==> src/rtl/wb_gpio_irq.sv <==
// wb_gpio_irq: Wishbone GPIO peripheral with per-pin direction, input
// synchronisers, per-pin programmable debounce and rising/falling-edge IRQs.
//
// Ports:
//   wb_clk_i, wb_rstn_i        clock, async active-low reset
//   wb_adr_i/dat_i/sel_i/we_i  Wishbone slave request (byte address, [4:2] used)
//   wb_cyc_i/stb_i             Wishbone cycle / strobe
//   wb_dat_o/ack_o             read data (valid with ack), single-cycle ack
//   gpio_i                     asynchronous pad inputs
//   gpio_o/gpio_oe_o           pad output values / output enables
//   irq_o                      level interrupt, registered OR of IRQ_STATUS
//
// Register map (byte offsets): 00 DATA_IN RO, 04 DATA_OUT, 08 DIR,
// 0C IRQ_RISE, 10 IRQ_FALL, 14 IRQ_STATUS W1C, 18 DEBOUNCE, 1C OUT_TGL WO.

// Per-pin debounce lane: deb follows sync once it has differed for more
// than thr_i consecutive cycles.
module wb_gpio_irq_deb #(
    parameter int W = 16
) (
    input  logic         clk_i,
    input  logic         rst_ni,
    input  logic         sync_i,
    input  logic [W-1:0] thr_i,
    output logic         deb_o
);
    logic [W-1:0] cnt_q, cnt_d;
    logic         deb_q, deb_d;

    always_comb begin
        cnt_d = '0;
        deb_d = deb_q;
        if (sync_i != deb_q) begin
            // >= so a threshold lowered mid-count commits immediately and
            // the counter can never wrap.
            if (cnt_q >= thr_i) deb_d = sync_i;
            else                cnt_d = cnt_q + {{(W-1){1'b0}}, 1'b1};
        end
    end

    always_ff @(posedge clk_i or negedge rst_ni) begin
        if (!rst_ni) begin
            cnt_q <= '0;
            deb_q <= 1'b0;
        end else begin
            cnt_q <= cnt_d;
            deb_q <= deb_d;
        end
    end

    assign deb_o = deb_q;
endmodule

module wb_gpio_irq #(
    parameter int               NPINS       = 16,
    parameter int               SYNC_STAGES = 2,
    parameter int               DEBOUNCE_W  = 16,
    parameter logic [NPINS-1:0] RESET_OUT   = '0,
    parameter logic [NPINS-1:0] RESET_DIR   = '0
) (
    input  logic             wb_clk_i,
    input  logic             wb_rstn_i,
    input  logic [4:0]       wb_adr_i,
    input  logic [31:0]      wb_dat_i,
    input  logic [3:0]       wb_sel_i,
    input  logic             wb_we_i,
    input  logic             wb_cyc_i,
    input  logic             wb_stb_i,
    output logic [31:0]      wb_dat_o,
    output logic             wb_ack_o,
    input  logic [NPINS-1:0] gpio_i,
    output logic [NPINS-1:0] gpio_o,
    output logic [NPINS-1:0] gpio_oe_o,
    output logic             irq_o
);
    localparam logic [2:0] A_DIN  = 3'd0, A_DOUT = 3'd1, A_DIR  = 3'd2, A_RISE = 3'd3,
                           A_FALL = 3'd4, A_STAT = 3'd5, A_DBN  = 3'd6, A_TGL  = 3'd7;

    logic                                 ack_q, irq_q;
    logic [31:0]                          dat_q, dat_d;
    logic [NPINS-1:0]                     out_q, out_d, dir_q, dir_d;
    logic [NPINS-1:0]                     rise_en_q, rise_en_d, fall_en_q, fall_en_d;
    logic [NPINS-1:0]                     stat_q, stat_d;
    logic [DEBOUNCE_W-1:0]                dbn_q, dbn_d;
    logic [SYNC_STAGES-1:0][NPINS-1:0]    sync_q;
    logic [NPINS-1:0]                     deb, prev_q, rise, fall;

    // Accept a new request only when not already acking: a held strobe
    // therefore gets an ack every second cycle.
    logic        req, wr;
    logic [2:0]  rsel;
    logic [31:0] bmask, rd;
    logic [NPINS-1:0] pmask, wbits;

    assign req   = wb_cyc_i & wb_stb_i & ~ack_q;
    assign wr    = req & wb_we_i;
    assign rsel  = wb_adr_i[4:2];
    assign bmask = {{8{wb_sel_i[3]}}, {8{wb_sel_i[2]}}, {8{wb_sel_i[1]}}, {8{wb_sel_i[0]}}};
    assign pmask = bmask[NPINS-1:0];
    assign wbits = wb_dat_i[NPINS-1:0] & pmask;

    logic unused_bits;
    assign unused_bits = ^{wb_adr_i[1:0], wb_dat_i, bmask};

    // Input path: synchroniser chain, then per-pin debounce lanes.
    always_ff @(posedge wb_clk_i or negedge wb_rstn_i) begin
        if (!wb_rstn_i) sync_q <= '0;
        else            sync_q <= {sync_q[SYNC_STAGES-2:0], gpio_i};
    end

    for (genvar i = 0; i < NPINS; i++) begin : g_lane
        wb_gpio_irq_deb #(.W(DEBOUNCE_W)) u_deb (
            .clk_i  (wb_clk_i),
            .rst_ni (wb_rstn_i),
            .sync_i (sync_q[SYNC_STAGES-1][i]),
            .thr_i  (dbn_q),
            .deb_o  (deb[i])
        );
    end

    assign rise = deb & ~prev_q;
    assign fall = ~deb & prev_q;

    always_comb begin
        rd = '0;
        case (rsel)
            A_DIN:   rd[NPINS-1:0]      = deb;
            A_DOUT:  rd[NPINS-1:0]      = out_q;
            A_DIR:   rd[NPINS-1:0]      = dir_q;
            A_RISE:  rd[NPINS-1:0]      = rise_en_q;
            A_FALL:  rd[NPINS-1:0]      = fall_en_q;
            A_STAT:  rd[NPINS-1:0]      = stat_q;
            A_DBN:   rd[DEBOUNCE_W-1:0] = dbn_q;
            default: rd = '0;
        endcase
    end

    always_comb begin
        out_d     = out_q;
        dir_d     = dir_q;
        rise_en_d = rise_en_q;
        fall_en_d = fall_en_q;
        dbn_d     = dbn_q;
        dat_d     = (req & ~wb_we_i) ? rd : 32'h0;
        // New events OR'd in after the W1C mask, so a same-cycle set wins.
        stat_d    = stat_q | (rise & rise_en_q) | (fall & fall_en_q);
        if (wr) begin
            case (rsel)
                A_DOUT: out_d     = (out_q & ~pmask) | wbits;
                A_DIR:  dir_d     = (dir_q & ~pmask) | wbits;
                A_RISE: rise_en_d = (rise_en_q & ~pmask) | wbits;
                A_FALL: fall_en_d = (fall_en_q & ~pmask) | wbits;
                A_STAT: stat_d    = (stat_q & ~wbits) | (rise & rise_en_q) | (fall & fall_en_q);
                A_DBN:  dbn_d     = (dbn_q & ~bmask[DEBOUNCE_W-1:0])
                                  | (wb_dat_i[DEBOUNCE_W-1:0] & bmask[DEBOUNCE_W-1:0]);
                A_TGL:  out_d     = out_q ^ wbits;
                default: ;
            endcase
        end
    end

    always_ff @(posedge wb_clk_i or negedge wb_rstn_i) begin
        if (!wb_rstn_i) begin
            ack_q     <= 1'b0;
            dat_q     <= '0;
            out_q     <= RESET_OUT;
            dir_q     <= RESET_DIR;
            rise_en_q <= '0;
            fall_en_q <= '0;
            stat_q    <= '0;
            dbn_q     <= '0;
            prev_q    <= '0;
            irq_q     <= 1'b0;
        end else begin
            ack_q     <= req;
            dat_q     <= dat_d;
            out_q     <= out_d;
            dir_q     <= dir_d;
            rise_en_q <= rise_en_d;
            fall_en_q <= fall_en_d;
            stat_q    <= stat_d;
            dbn_q     <= dbn_d;
            prev_q    <= deb;
            irq_q     <= |stat_q;
        end
    end

    assign wb_ack_o  = ack_q;
    assign wb_dat_o  = dat_q;
    assign gpio_o    = out_q;
    assign gpio_oe_o = dir_q;
    assign irq_o     = irq_q;
endmodule
==> config.mk <==
export PLATFORM = sky130hd
export DESIGN_NAME = wb_gpio_irq
export DESIGN_NICKNAME = d
export VERILOG_FILES = /design/src/rtl/wb_gpio_irq.sv
export SDC_FILE = /design/constraint.sdc
export NUM_CORES = 1
export LEC_CHECK = 0
export ABC_AREA = 1
export BUFFER_PORTS_ARGS = -buffer_cell sky130_fd_sc_hd__buf_2
export CAP_MARGIN = 20
export CORE_UTILIZATION = 43
export DETAILED_ROUTE_END_ITERATION = 8
export PLACE_DENSITY = 0.68
export SYNTH_ARGS = -nofsm -noshare
export SYNTH_HDL_FRONTEND = slang
export SYNTH_SLANG_ARGS = --single-unit
==> constraint.sdc <==
create_clock -name wb_clk_i -period 2.1 [get_ports wb_clk_i]
set_input_delay 0.105 -clock wb_clk_i [delete_from_list [all_inputs] [get_ports wb_clk_i]]
set_output_delay 0.105 -clock wb_clk_i [all_outputs]
set_load 0.01 [all_outputs]
==> results.toml <==
[timing]
fin_crit_ns = 1.98
setup_viol = 0
final.setup.tns_ns = 0
finalHoldViolations = 0
final_max_slew_viol_count = 0
tightest_slew_ns = 0.719
slew_headroom_pct = 52.1
timing.fmax_ghz = 0.505
fin_worst_skew_ns = 0.0352
layout_worst_path_cycle_share_pct = 94.3

[synthesis]
yosysWarnings = 0
synth_area_mm2 = 0.0265
synth_cell_type_count = 33
synthCells = 3349
synth.top_cell.area_share_pct = 41.0
synth_area_leader_cell = "dfrtp_1"
ys.flop_type = "dfrtp_1"
synth_seq_area_share_pct = 41.0
ys_ff_latch = 434
synth_edf_count = 0
netlist_top_cells_area = "dfrtp_1, ha_1, nand2_1"
synth-async-reset-ratio_pct = 100
avgSynthCellArea_um2 = 7.90

[setup_path]
r2r_slack_ns = 0.12
cpMaxStageDelayCell = "dfrtp_1"
start_kind = "flip-flop"
crit_required_ns = 2.61
critical_path_class = "flip-flop to flip-flop"
critPathTopFamily = "simple AND/OR/NAND/NOR gates"
cp_common_cell = "nand2_1"
worstReg2RegEnd = "g_lane[12].u_deb.cnt_q[12]$_DFF_PN0_"
cp_max_fo = 16
ff2ff_path_depth = 13
end_kind = "flip-flop"
critical_path.cell_chain = "inv_4 > clkbuf_16 > ha_1 > nand2_1 > inv_1 > nand2_1 > nor2_1 > nor2_1 > nand2_1 > nand2_1 > nand3_1 > buf_4 > nor2_1"
max_stage_delay_ns = 0.41
critical_path_arrival_ns = 2.49
critical_path_buf_inv_count = 4

[clock_network]
cts_tree = "done"
cts_root_buffer = "clkbuf_16"
cts.sinks = 434
clkLatencyLatePin_ns = 0.61
clk_pin_slew_ns = 0.06
cts.path.max_buffers = 3
htreeDepth = 2
cts_made_buffers = 48

[power]
p_per_area_mw_per_mm2 = 856
ir_worst_vdd_mv = 0.625
leakagePower_nw = 14.8

[cells_and_area]
antennaDiodeCount = 0
post-route-util_pct = 51.1
fin_area_mm2 = 0.0310
nFillCells = 5714
nets = 3921
drive_gt1_share_pct = 8.19
area_growth_pct = 17.0

[place]
io_buffers = 91
dp_hpwl_mm = 48.2
gp_congestion = 0.889
postPlaceCellArea_mm2 = 0.0287

[drt]
routed_wl_mm = 69.7
drc_errors = 0
num_vias = 22000
vias_per_cell = 4.98
drt_first_pass_iters = 5
drt_iter0_drc = 1396
wl_per_cell_um = 15.8
postRouteAntennaNets = 0

[global_routing]
grt_util_all_layers_pct = 22.2
antenna_found_initial = 0
grt_start_max_net_pins = 69
grt_pass1_wl_mm = 111
first_global_vias = 21000
overflow = 0

[floorplanning]
die_w_um = 250
initial_core_util_pct = 43.7
core_area_mm2 = 0.0606
die_h_um = 250
num_rows = 90
die-area_mm2 = 0.0625
ios = 128

[worst_hold_path]
hp-start = "wb_sel_i[0]"
min_path_type = "primary input to flip-flop"
hold_depth = 3

[outcome]
outcome = "finished, final reports clean"

[flow_run]
drv_cap = 0
==> layer usage <==
layer / up-vias / wire length [µm] / global-route usage [%]
met4: 0 / 2430 / 7.01
met1: 10200 / 32000 / 29.9
met5: - / 0 / 0
met3: 109 / 3350 / 2.99
li1: 11200 / - / -
met2: 461 / 31900 / 36.9
==> cells in the mapped netlist (2+ instances only) <==
cell type	number
nor4_1	4
buf_4	16
nand3b_1	4
xnor2_1	49
inv_1	404
nand4_1	49
nand3_2	2
a211oi_1	2
buf_6	2
clkbuf_1	5
dfrtp_1	434
ha_1	272
nor2_1	550
a21oi_1	132
nand3_1	159
a21oi_4	2
xor2_1	187
nand3_4	2
o22ai_1	20
nand2_1	769
inv_2	2
buf_2	32
o21ai_0	163
o21ai_1	8
nor3_1	72
==> worst min-delay path, stage by stage <==
cell and delay (ns):
buf_2 0.22, nand3_1 0.22, o21ai_1 0.07
==> worst max path at each step <==
stage               startpoint  cells past startpoint                                    to
floorplan            flip-flop                     12    g_lane[1].u_deb.cnt_q[6]$_DFF_PN0_
global placement     flip-flop                     13    g_lane[7].u_deb.cnt_q[0]$_DFF_PN0_
detailed placement   flip-flop                     13  g_lane[12].u_deb.cnt_q[12]$_DFF_PN0_
CTS                  flip-flop                     13  g_lane[12].u_deb.cnt_q[12]$_DFF_PN0_
global route         flip-flop                     13   g_lane[3].u_deb.cnt_q[11]$_DFF_PN0_
finish               flip-flop                     13  g_lane[12].u_deb.cnt_q[12]$_DFF_PN0_
==> timing repair <==
action,in CTS,in global routing
hold buffers,35,0
setup buffers,0,5
endpoints found under the setup margin,0,116
endpoints found under the hold margin,326,0
gates resized for setup,0,20
==> layout make-up <==
class                   count  area [µm²]  share of cell area [%]
multi-input cells        2468       13800                    44.6
flip-flops and latches    434       10900                    35.1
repair buffers            228        2060                    6.64
inverters                 407        1540                    4.99
clock buffers              70        1450                    4.67
well taps                 782         978                    3.16
clock inverters            20         272                   0.877
==> through the flow <==
stage / cells / worst slack, ns / hold slack [ns] / total power, W
finish: 4409 / 0.120 / 0.0675 / 0.0265
global route: 4409 / -0.0122 / 0.0727 / 0.0282
CTS: 4398 / 0.113 / 0.0195 / 0.0266
detailed placement: 4273 / 0.158 / 0.160 / 0.0173
global placement: 4273 / 0.184 / 0.164 / 0.0171
floorplan: 3364 / 0.189 / -0.191 / 0.0146
==> cells in the final DEF, fill, tap and decap left out, types with 8 or more instances in the layout <==
cell type | synthesis | routed
a21oi_1 | 132 | 132
conb_1 | 1 | 16
inv_1 | 404 | 397
buf_12 | 0 | 28
o21ai_1 | 8 | 8
nor3_1 | 72 | 72
o21ai_0 | 163 | 163
clkbuf_16 | 0 | 56
clkinv_2 | 0 | 10
xor2_1 | 187 | 187
o22ai_1 | 20 | 20
buf_2 | 32 | 90
buf_4 | 16 | 63
nand2_1 | 769 | 768
nand4_1 | 49 | 49
ha_1 | 272 | 272
xnor2_1 | 49 | 49
dfrtp_1 | 434 | 434
nor2_1 | 550 | 548
clkbuf_1 | 5 | 8
clkbuf_8 | 0 | 12
dlygate4sd3_1 | 0 | 35
nand3_1 | 159 | 159
==> where the power goes <==
part | total [W] | internal (W) | switching (W)
logic | 0.00712 | 0.00268 | 0.00444
registers | 0.0103 | 0.00925 | 0.00102
clock network | 0.00913 | 0.00552 | 0.00361
total | 0.0265 | 0.0175 | 0.00906
==> kinds of logic (layout without fill, tap and decap cells) <==
| family | Yosys count | after routing | share of synthesized area, % |
|---|---|---|---|
| xor+xnor | 236 | 236 | 7.81 |
| buf+inv | 462 | 725 | 6.99 |
| other cells | 1 | 16 | 0.0142 |
| flops | 434 | 434 | 41.0 |
| compound gates | 330 | 330 | 6.47 |
| fa+ha+maj | 272 | 272 | 12.9 |
| simple gates | 1614 | 1614 | 24.8 |
Power figures use the tool's default switching activity.
